## src/rtl/dac_spi_pkg.sv

```systemverilog
// Shared constants, FSM state type and frame builder for the shared SPI DAC arbiter.
// Latency: n/a (package only).
// Backpressure: n/a (package only).
package dac_spi_pkg;

    localparam int FRAME_W  = 16;
    localparam int DATA_W   = 12;

    // Bit positions inside the 16-bit DAC write frame
    localparam int CH_BIT   = 15;
    localparam int BUF_BIT  = 14;
    localparam int GA_BIT   = 13;
    localparam int SHDN_BIT = 12;

    typedef enum logic [1:0] {
        IDLE  = 2'd0,
        LOAD  = 2'd1,
        SHIFT = 2'd2,
        GAP   = 2'd3
    } arb_state_t;

    // Channel A, unbuffered; SHDN pin of the DAC is active-low, hence the inversion.
    function automatic logic [FRAME_W-1:0] build_frame(
        input logic [DATA_W-1:0] data,
        input logic              gain,
        input logic              shutdown
    );
        logic [FRAME_W-1:0] frame;
        frame               = '0;
        frame[CH_BIT]       = 1'b0;
        frame[BUF_BIT]      = 1'b0;
        frame[GA_BIT]       = gain;
        frame[SHDN_BIT]     = ~shutdown;
        frame[DATA_W-1:0]   = data;
        return frame;
    endfunction

endpackage

```

## src/rtl/dac_spi_shifter.sv

```systemverilog
// SPI mode-0 frame engine: CSN/SCLK/SDI generation for one 16-bit write, MSB first.
// Latency: CSN low on the start edge, 1 + 32*SCLK_DIV cycles until CSN rises with done.
// Backpressure: start is ignored while busy; the caller only starts from idle.
module dac_spi_shifter
    import dac_spi_pkg::*;
#(
    parameter int SCLK_DIV = 5
) (
    input  logic               clk,
    input  logic               rst,
    input  logic               start,
    input  logic [FRAME_W-1:0] frame,
    output logic               busy,
    output logic               frame_end,
    output logic               done,
    output logic               dac_csn,
    output logic               dac_sclk,
    output logic               dac_sdi
);

    localparam int DIV_W = $clog2(SCLK_DIV + 1);
    localparam int BIT_W = $clog2(FRAME_W);

    logic [DIV_W-1:0]   div_cnt;
    logic [BIT_W-1:0]   bit_cnt;
    // Bits still to be sent after the MSB, which goes straight to SDI on load
    logic [FRAME_W-2:0] shreg;

    // Last clk cycle of the 16th high half: next edge drops SCLK and raises CSN
    assign frame_end = busy && dac_sclk && (div_cnt == '0) && (bit_cnt == BIT_W'(FRAME_W - 1));

    // SCLK divider, bit counter and pin drivers; SDI only moves on SCLK falling edges
    always_ff @(posedge clk or posedge rst) begin
        if (rst) begin
            busy     <= 1'b0;
            div_cnt  <= '0;
            bit_cnt  <= '0;
            shreg    <= '0;
            done     <= 1'b0;
            dac_csn  <= 1'b1;
            dac_sclk <= 1'b0;
            dac_sdi  <= 1'b0;
        end else begin
            done <= 1'b0;
            if (start && !busy) begin
                busy     <= 1'b1;
                shreg    <= frame[FRAME_W-2:0];
                dac_csn  <= 1'b0;
                dac_sclk <= 1'b0;
                dac_sdi  <= frame[FRAME_W-1];
                // The load cycle itself adds one clk of setup before the first low half
                div_cnt  <= DIV_W'(SCLK_DIV);
                bit_cnt  <= '0;
            end else if (busy) begin
                if (div_cnt != '0) begin
                    div_cnt <= div_cnt - DIV_W'(1);
                end else begin
                    div_cnt <= DIV_W'(SCLK_DIV - 1);
                    if (!dac_sclk) begin
                        dac_sclk <= 1'b1;
                    end else if (frame_end) begin
                        busy     <= 1'b0;
                        dac_sclk <= 1'b0;
                        dac_csn  <= 1'b1;
                        dac_sdi  <= 1'b0;
                        done     <= 1'b1;
                    end else begin
                        dac_sclk <= 1'b0;
                        bit_cnt  <= bit_cnt + BIT_W'(1);
                        dac_sdi  <= shreg[FRAME_W-2];
                        shreg    <= {shreg[FRAME_W-3:0], 1'b0};
                    end
                end
            end
        end
    end

endmodule

```

## src/rtl/dac_spi_arbiter.sv

```systemverilog
// Round-robin arbiter sharing one 12-bit SPI DAC between NREQ level-sensitive requesters.
// Latency: grant and CSN low one edge after arbitration in IDLE; 166 cycles grant-to-grant minimum.
// Backpressure: requesters hold req/data until their one-cycle grant; no arbitration outside IDLE.
// Optional: define DAC_SPI_LDAC_EN to add the dac_ldacn pulse output (needs CSN_GAP >= 3).
module dac_spi_arbiter
    import dac_spi_pkg::*;
#(
    parameter int NREQ     = 4,
    parameter int SCLK_DIV = 5,
    parameter int CSN_GAP  = 4
) (
    input  logic                   clk,
    input  logic                   rst,
    input  logic [NREQ-1:0]        req,
    input  logic [NREQ*DATA_W-1:0] data,
    input  logic [NREQ-1:0]        gain,
    input  logic [NREQ-1:0]        shutdown,
    output logic [NREQ-1:0]        grant,
    output logic                   done,
    output logic                   dac_csn,
    output logic                   dac_sclk,
    output logic                   dac_sdi,
`ifdef DAC_SPI_LDAC_EN
    output logic                   dac_ldacn,
`endif
    output logic                   led
);

    localparam int IDX_W = (NREQ > 1) ? $clog2(NREQ) : 1;
    localparam int GAP_W = $clog2(CSN_GAP + 1);

    generate
        if (NREQ < 2 || NREQ > 8) begin : g_nreq_chk
            $error("dac_spi_arbiter: NREQ must be in 2..8");
        end
        if (SCLK_DIV < 1 || CSN_GAP < 1) begin : g_timing_chk
            $error("dac_spi_arbiter: SCLK_DIV and CSN_GAP must be at least 1");
        end
    endgenerate

    arb_state_t         state;
    logic [IDX_W-1:0]   ptr;
    logic [GAP_W-1:0]   gap_cnt;
    logic               win_vld;
    logic [IDX_W-1:0]   win_idx;
    logic [DATA_W-1:0]  sel_data;
    logic [FRAME_W-1:0] frame;
    logic               start;
    logic               busy;
    logic               frame_end;

    // Pick the first requester at or after the pointer; scanning downwards lets the nearest win
    always_comb begin
        win_vld = 1'b0;
        win_idx = '0;
        for (int k = NREQ - 1; k >= 0; k--) begin
            if (req[(int'(ptr) + k) % NREQ]) begin
                win_vld = 1'b1;
                win_idx = IDX_W'((int'(ptr) + k) % NREQ);
            end
        end
    end

    // Winner's control word, latched by the shifter on the start edge
    always_comb begin
        sel_data = data[int'(win_idx)*DATA_W +: DATA_W];
        frame    = build_frame(sel_data, gain[win_idx], shutdown[win_idx]);
    end

    assign start = (state == IDLE) && win_vld && !busy;

    dac_spi_shifter #(
        .SCLK_DIV (SCLK_DIV)
    ) u_shifter (
        .clk       (clk),
        .rst       (rst),
        .start     (start),
        .frame     (frame),
        .busy      (busy),
        .frame_end (frame_end),
        .done      (done),
        .dac_csn   (dac_csn),
        .dac_sclk  (dac_sclk),
        .dac_sdi   (dac_sdi)
    );

    // Frame sequencing: grant/pointer update in IDLE, wait for the shifter, then hold the CSN gap
    always_ff @(posedge clk or posedge rst) begin
        if (rst) begin
            state   <= IDLE;
            ptr     <= '0;
            gap_cnt <= '0;
            grant   <= '0;
            led     <= 1'b0;
        end else begin
            grant <= '0;
            case (state)
                IDLE: begin
                    if (start) begin
                        state <= LOAD;
                        grant <= NREQ'(1) << win_idx;
                        ptr   <= (win_idx == IDX_W'(NREQ - 1)) ? '0 : win_idx + IDX_W'(1);
                        led   <= 1'b1;
                    end
                end
                LOAD: begin
                    state <= SHIFT;
                end
                SHIFT: begin
                    if (frame_end) begin
                        state   <= GAP;
                        gap_cnt <= GAP_W'(CSN_GAP - 1);
                    end
                end
                GAP: begin
                    if (gap_cnt == '0) begin
                        state <= IDLE;
                        led   <= 1'b0;
                    end else begin
                        gap_cnt <= gap_cnt - GAP_W'(1);
                    end
                end
                default: begin
                    state <= IDLE;
                end
            endcase
        end
    end

`ifdef DAC_SPI_LDAC_EN
    generate
        if (CSN_GAP < 3) begin : g_ldac_gap_chk
            $error("dac_spi_arbiter: DAC_SPI_LDAC_EN needs CSN_GAP >= 3");
        end
    endgenerate

    // LDAC low for the first two GAP cycles after CSN has risen, so the DAC updates on this pulse
    always_ff @(posedge clk or posedge rst) begin
        if (rst) begin
            dac_ldacn <= 1'b1;
        end else begin
            dac_ldacn <= !((state == GAP) &&
                           ((gap_cnt == GAP_W'(CSN_GAP - 1)) || (gap_cnt == GAP_W'(CSN_GAP - 2))));
        end
    end
`endif

endmodule
```

## config.mk

```make
export PLATFORM = sky130hd
export DESIGN_NAME = dac_spi_arbiter
export DESIGN_NICKNAME = d
export VERILOG_FILES = /design/src/rtl/dac_spi_pkg.sv /design/src/rtl/dac_spi_shifter.sv /design/src/rtl/dac_spi_arbiter.sv
export SDC_FILE = /design/constraint.sdc
export NUM_CORES = 1
export LEC_CHECK = 0
export ABC_AREA = 1
export CAP_MARGIN = 20
export CELL_PAD_IN_SITES_DETAIL_PLACEMENT = 0
export CELL_PAD_IN_SITES_GLOBAL_PLACEMENT = 1
export CORE_UTILIZATION = 32
export DETAILED_ROUTE_END_ITERATION = 16
export PLACE_DENSITY = 0.78
export SYNTH_ARGS = -nofsm -noshare
export SYNTH_HDL_FRONTEND = slang
export SYNTH_SLANG_ARGS = --single-unit
```

## constraint.sdc

```tcl
create_clock -name clk -period 2 [get_ports clk]
set_clock_uncertainty 0.15 [all_clocks]
set_input_delay 0.4 -clock clk [delete_from_list [all_inputs] [get_ports clk]]
set_output_delay 0.4 -clock clk [all_outputs]
set_load 0.05 [all_outputs]
```

==> impl_metrics.yaml, run 1 <==
run_status:
  outcome: "finished with violations"
  violations: "negative setup slack"
clock_tree:
  cts_max_path_buffers: 2
  hold_buffers: 0
  cts-buffers-inserted: 5
  cts-root-buf: "clkbuf_8"
  htree_levels: 2
  insertion_delay_ns: 0.29
  path_clk_slew_ns: 0.08
  clock_sinks: 39
  cts_tree: "built"
floorplanning:
  die-area_sq_um: 9660
  die_w_microns: 98.3
  rows: 34
  initial_core_util: 0.335
  die_h_microns: 98.3
  ios: 71
  coreArea_sq_um: 8850
worst_setup_path:
  startpoint_type: "register"
  crit_chain: "buf_6, xnor2_4, buf_6, nand2_4, nand3_4, nor2_4, nand2_4, nand3_4, buf_8, nand2_2, inv_2, a22oi_1, inv_1"
  cp_num_buf_inv: 5
  path_class: "reg -> reg"
  cp_max_fo: 8
  reg2reg_depth: 13
  cpPeakStageDelay_ns: 0.47
  crit_cells: 13
  crit_family: "buffers and inverters"
  crit_path_end_kind: "register"
  cp_data_required_time_ns: 2.03
  arrival_ns: 2.09
  cp_slowest_cell: "dfrtp_2"
synth:
  synth_area_per_cell_sq_um: 6.65
  synth_cells: 446
  synth_top_family_by_area: "simple AND/OR/NAND/NOR gates"
  yosysSeqAreaShare: 0.329
  ys_warn_count: 0
  synth_compound_area_frac: 0.0574
  synthesis.area_sq_um: 2970
  synthMuxAreaShare: 0
  synthDistinctLibCells: 33
  syn_nets: 518
  synth_xor_area_frac: 0.00886
  synth-simple-area-share: 0.350
  synth-adder-area-share: 0.0422
  ys_seq_elements: 39
detailed_routing:
  firstDrtPassIters: 6
  route.detailed.drc: 0
  detail-route-antenna-nets: 0
  dr_total_vias: 2987
  viasPerCell: 4.57
  wl_per_cell_microns: 11.9
  drtIter0Drc: 90
  routed_wl_mm: 7.78
power_and_ir_drop:
  power.density_cell_area_nw_per_um2: 392
  peakVddDrop_mv: 0.253
  p_total_uw: 1750
  leakagePower_uw: 0.00247
global_routing:
  grt_util_met3: 0.0293
  grt-ovfl-total: 0
  antenna_found_initial: 0
  grt_max_degree: 33
  top_usage_layer: "met2"
  use_met1: 0.197
  grt_pass1_vias: 2970
  grt_pass1_wl_mm: 13.1
  track_usage: 0.167
  grtUsageMet2: 0.309
timing:
  relSlewSlack: 0.756
  hold_ws_ns: 0.231
  slew_viol_final: 0
  max_freq_mhz: 485
  tightest_slew_ns: 0.366
  final.setup.worst_slack_ns: -0.0625
  finalCritPeriodShare: 1.03
  hold_viol: 0
  period_needed_ns: 2.06
  setup_tns_ns: -0.494
  rsz0062_at_grt: "true"
  setup-violations-final: 21
final_layout:
  drive_gt1_frac: 0.229
  finalNetCount: 617
  n_fill_cell: 850
  multiInputGateArea_sq_um: 1630
  n_antenna_cell: 0
  register_area_sq_um: 980
  area_growth_syn_to_layout_pct: 50.5
placed_design:
  port_buffers: 70
  dp_slack_ns: -0.428
  gp_congestion: 0.837
  dp_hpwl_mm: 5.26
run:
  maxCapViolations: 0
min_path:
  hp-class: "in -> async"
flip-flops by register name (all words and copies together) (netlist names):
signal	count
u_shifter.done	1
state	2
u_shifter.bit_cnt	4
u_shifter.dac_sclk	1
u_shifter.dac_sdi	1
gap_cnt	3
u_shifter.dac_csn	1
u_shifter.busy	1
u_shifter.shreg	15
u_shifter.div_cnt	3
led	1
ptr	2
grant	4
worst register-to-register path: cells and delay by family, from the launching register on:
family	cells	cell delay [ns]
compound gates	1	0.15
xor+xnor	1	0.19
buf+inv	5	0.58
simple gates	6	0.43
flops	1	0.47
through the flow:
stage          std cells   util  area [sq um]
2_1_floorplan        446      -          2970
3_3_place_gp         629  0.435          3850
3_5_place_dp         629  0.435          3850
4_1_cts              650  0.487          4310
5_1_grt              654  0.505          4460
6_report             654  0.505          4460
cell usage after synthesis, drive strengths merged:
cell	n	area, sq um
nand2	106	418
a31o	1	8.76
a21boi	1	7.51
nor2	16	80.1
ha	10	125
xor2	2	17.5
dfrtp	38	951
o21ai	16	83.8
or2	2	12.5
a31oi	2	12.5
inv	122	458
nand3b	2	15.0
dfstp	1	26.3
a22o	1	8.76
buf	19	170
a21oi	6	33.8
a22oi	2	15.0
nand4	1	6.26
nand3	96	503
nor3	1	5.00
xnor2	1	8.76
cells in the final DEF (no fill, tap or decap), drive strengths merged, types with 4 or more instances in the layout:
cell and n:
buf 49, nor2 16, clkdlybuf4s50 57, nand2 106
a21oi 6, dfrtp 38, clkbuf 9, inv 122
nand3 96, ha 10, dlygate4sd2 4, o21ai 16
report_power, final:
part           internal, uW  total, uW  switching [uW]
clock                   315        591             276
combinational           204        372             169
sequential              788        788               0
what timing repair did:
item / CTS / global route
buffers inserted: 11 / 5
hold endpoints to repair: 0 / 0
setup endpoints to repair: 29 / 34
resized for setup: 57 / 39
cloned: 3 / 1
pin swaps: 16 / 18
logic make-up after synthesis:
logic type               Yosys count
adder cells (fa/ha/maj)           10
flip-flops                        39
AND/OR/NAND/NOR                  224
AO/OA/AOI/OAI                     29
XOR/XNOR                           3
buffers and inverters            141
metal layers:
layer / wire length [microns] / up-vias
met5: 0 / -
met4: 108 / 0
met3: 227 / 8
met2: 4100 / 56
met1: 3350 / 1382
li1: - / 1541
final cells by class:
| cell class | instances | area share |
|---|---|---|
| inverter | 122 | 0.105 |
| timing repair buffer | 111 | 0.258 |
| multi-input combinational | 266 | 0.365 |
| clock buffer | 8 | 0.0224 |
| sequential | 39 | 0.219 |
| tap | 108 | 0.0303 |
worst paths after layout:
path | slack [ns] | to | start
setup / recovery | -0.06 | u_shifter.bit_cnt[1] | ptr[0]
hold / removal | 0.23 | state[1] | rst
setup reg to reg | -0.06 | u_shifter.bit_cnt[1] | ptr[0]
hold reg to reg | 0.34 | led | led
max in group asynchronous | 0.97 | ptr[1] | rst
min in group clk | 0.34 | led | led
Note: power is estimated with default switching activity, not from simulation.
==> run 2: changes to the inputs <==
--- a/config.mk
+++ b/config.mk
@@ -9,6 +9,7 @@
 export CAP_MARGIN = 20
 export CELL_PAD_IN_SITES_DETAIL_PLACEMENT = 0
 export CELL_PAD_IN_SITES_GLOBAL_PLACEMENT = 1
+export CORE_MARGIN = 2
 export CORE_UTILIZATION = 32
 export DETAILED_ROUTE_END_ITERATION = 16
 export PLACE_DENSITY = 0.78
==> run 2 against run 1 <==
Net effect: the run still ends with negative setup slack left; utilization down 2.5 points; setup slack better by 0.021 ns; maximum frequency up 1.0%; flip-flop and latch count unchanged; total power up 5.6%; register-to-register slack better by 0.04 ns; routed wire length about the same; hold slack better by 0.075 ns; clock-buffer cell count down 3; combinational power up 3%; first-iteration DRC count up 13%; die area up 4.1%; highest routed layer unchanged.
==> impl_metrics.yaml, run 2 (synthesis results as in run 1) <==
timing:
  finalCritPeriodShare: 1.02
  final.setup.worst_slack_ns: -0.0413
  hold_viol: 0
  period_needed_ns: 2.04
  rsz0062_at_grt: "true"
  slew_viol_final: 0
  setup-violations-final: 18
  setup_tns_ns: -0.525
  max_freq_mhz: 490
  relSlewSlack: 0.779
  tightest_slew_ns: 0.328
global_routing:
  grt_pass1_vias: 3022
  grt_pass1_wl_mm: 13.5
  antenna_found_initial: 0
  grt-ovfl-total: 0
  grt_max_degree: 40
  track_usage: 0.166
final_layout:
  largest_reg_flops: 15
  area_growth_syn_to_layout_pct: 47.1
  finalNetCount: 613
  fin_area_sq_um: 4360
  fin_cells: 653
  n_antenna_cell: 0
  fin_util: 0.479
  top_regs: "u_shifter.shreg x15, grant x4, u_shifter.bit_cnt x4"
  drive_gt1_frac: 0.190
  layout_commonest_cell: "inv_1"
  layout_common_cells: "inv_1 (115), nand2_1 (92), nand3_1 (87), clkdlybuf4s50_1 (58), dfrtp_1 (36)"
  regMostFlops: "u_shifter.shreg"
detailed_routing:
  wl_met2_mm: 3.78
  wl_met1_mm: 3.51
  wl_per_cell_microns: 11.9
  drtIter0Drc: 102
  viasPerCell: 4.54
  routed_wl_mm: 7.79
  detail-route-antenna-nets: 0
  route.detailed.drc: 0
  highest_layer: "met4"
  dr_total_vias: 2962
  firstDrtPassIters: 4
  wl_met3_microns: 384
floorplanning:
  coreArea_sq_um: 9110
  initial_core_util: 0.326
  die_h_microns: 100
  die-area_sq_um: 10100
  ios: 71
  die_w_microns: 100
  rows: 35
clock_tree:
  insertion_delay_ns: 0.30
  cts-root-buf: "clkbuf_8"
  htree_levels: 2
  cts_tree: "built"
  cts_max_path_buffers: 2
  cts-buffers-inserted: 5
  clock_sinks: 39
  path_clk_slew_ns: 0.08
placed_design:
  dp_slack_ns: -0.433
  dpl-instance-area_sq_um: 3860
  dp_hpwl_mm: 5.46
  gp_congestion: 0.762
  place_inst: 631
  port_buffers: 70
worst_setup_path:
  cp_max_fo: 13
  crit_path_end_kind: "register"
  cp_data_required_time_ns: 2.05
  startpoint_type: "primary input"
  path_class: "in -> reg"
  arrival_ns: 2.09
min_path:
  hp-class: "in -> async"
run_status:
  outcome: "finished with violations"
  violations: "negative setup slack"
power_and_ir_drop:
  leakagePower_uw: 0.00238
  peakVddDrop_mv: 0.240
  power.density_cell_area_nw_per_um2: 424
run:
  maxCapViolations: 0
## run 2: worst paths after layout
| check | startpoint | end | slack (ns) | cells after the start |
|---|---|---|---|---|
| worst max-delay path | req[1] | u_shifter.shreg[4] | -0.04 | 16 |
| worst min-delay path | rst | gap_cnt[0] | 0.31 | 3 |
| worst max register to register | ptr[0] | ptr[1] | -0.02 | 11 |
| worst min register to register | u_shifter.dac_csn | u_shifter.dac_csn | 0.34 | 2 |
| max in group asynchronous | rst | u_shifter.dac_csn | 1.13 | 3 |
| min in group clk | u_shifter.dac_csn | u_shifter.dac_csn | 0.34 | 2 |
## run 2: layer usage
layer	track usage	up-vias
li1	-	1535
met1	0.209	1335
met2	0.289	82
met3	0.0320	10
met4	0.0453	0
met5	0	-
## run 2: timing repair
item / in CTS / in global routing
setup buffers: 7 / 4
cloned: 3 / 0
hold buffers: 0 / 0
resized for setup: 27 / 30
setup endpoints to repair: 20 / 27
pin swaps: 9 / 10
## run 2: layout make-up
cell class              instances  area (sq um)
well taps                     111           139
multi-input cells             266          1540
fillers                       926          4740
repair buffers                107          1130
clock inverters                 3          43.8
flip-flops and latches         39           980
inverters                     122           463
clock buffers                   5          68.8
## run 2: worst max-delay path, cell delays in order
cell and delay, ns:
clkdlybuf4s50_1 0.47, inv_2 0.07, nand2_4 0.09, nand3_4 0.10
nand2_4 0.09, nand3_4 0.10, nand2_4 0.09, nand2_4 0.07
nand2_8 0.09, buf_12 0.11, buf_16 0.12, nand2_1 0.05
nand3_1 0.06, nand3_1 0.07, nand2_1 0.07, inv_1 0.04
## run 2: metrics by stage
stage | hold slack (ns) | power (uW)
after floorplan | 0.307 | 958
after global placement | 0.323 | 1130
after detailed placement | 0.338 | 1130
after CTS | 0.313 | 1850
after global routing | 0.321 | 1960
final | 0.306 | 1850
## run 2: power by group
group,switching (uW),total (uW),internal (uW)
sequential,0,788,788
clock,304,676,372
combinational,165,385,221
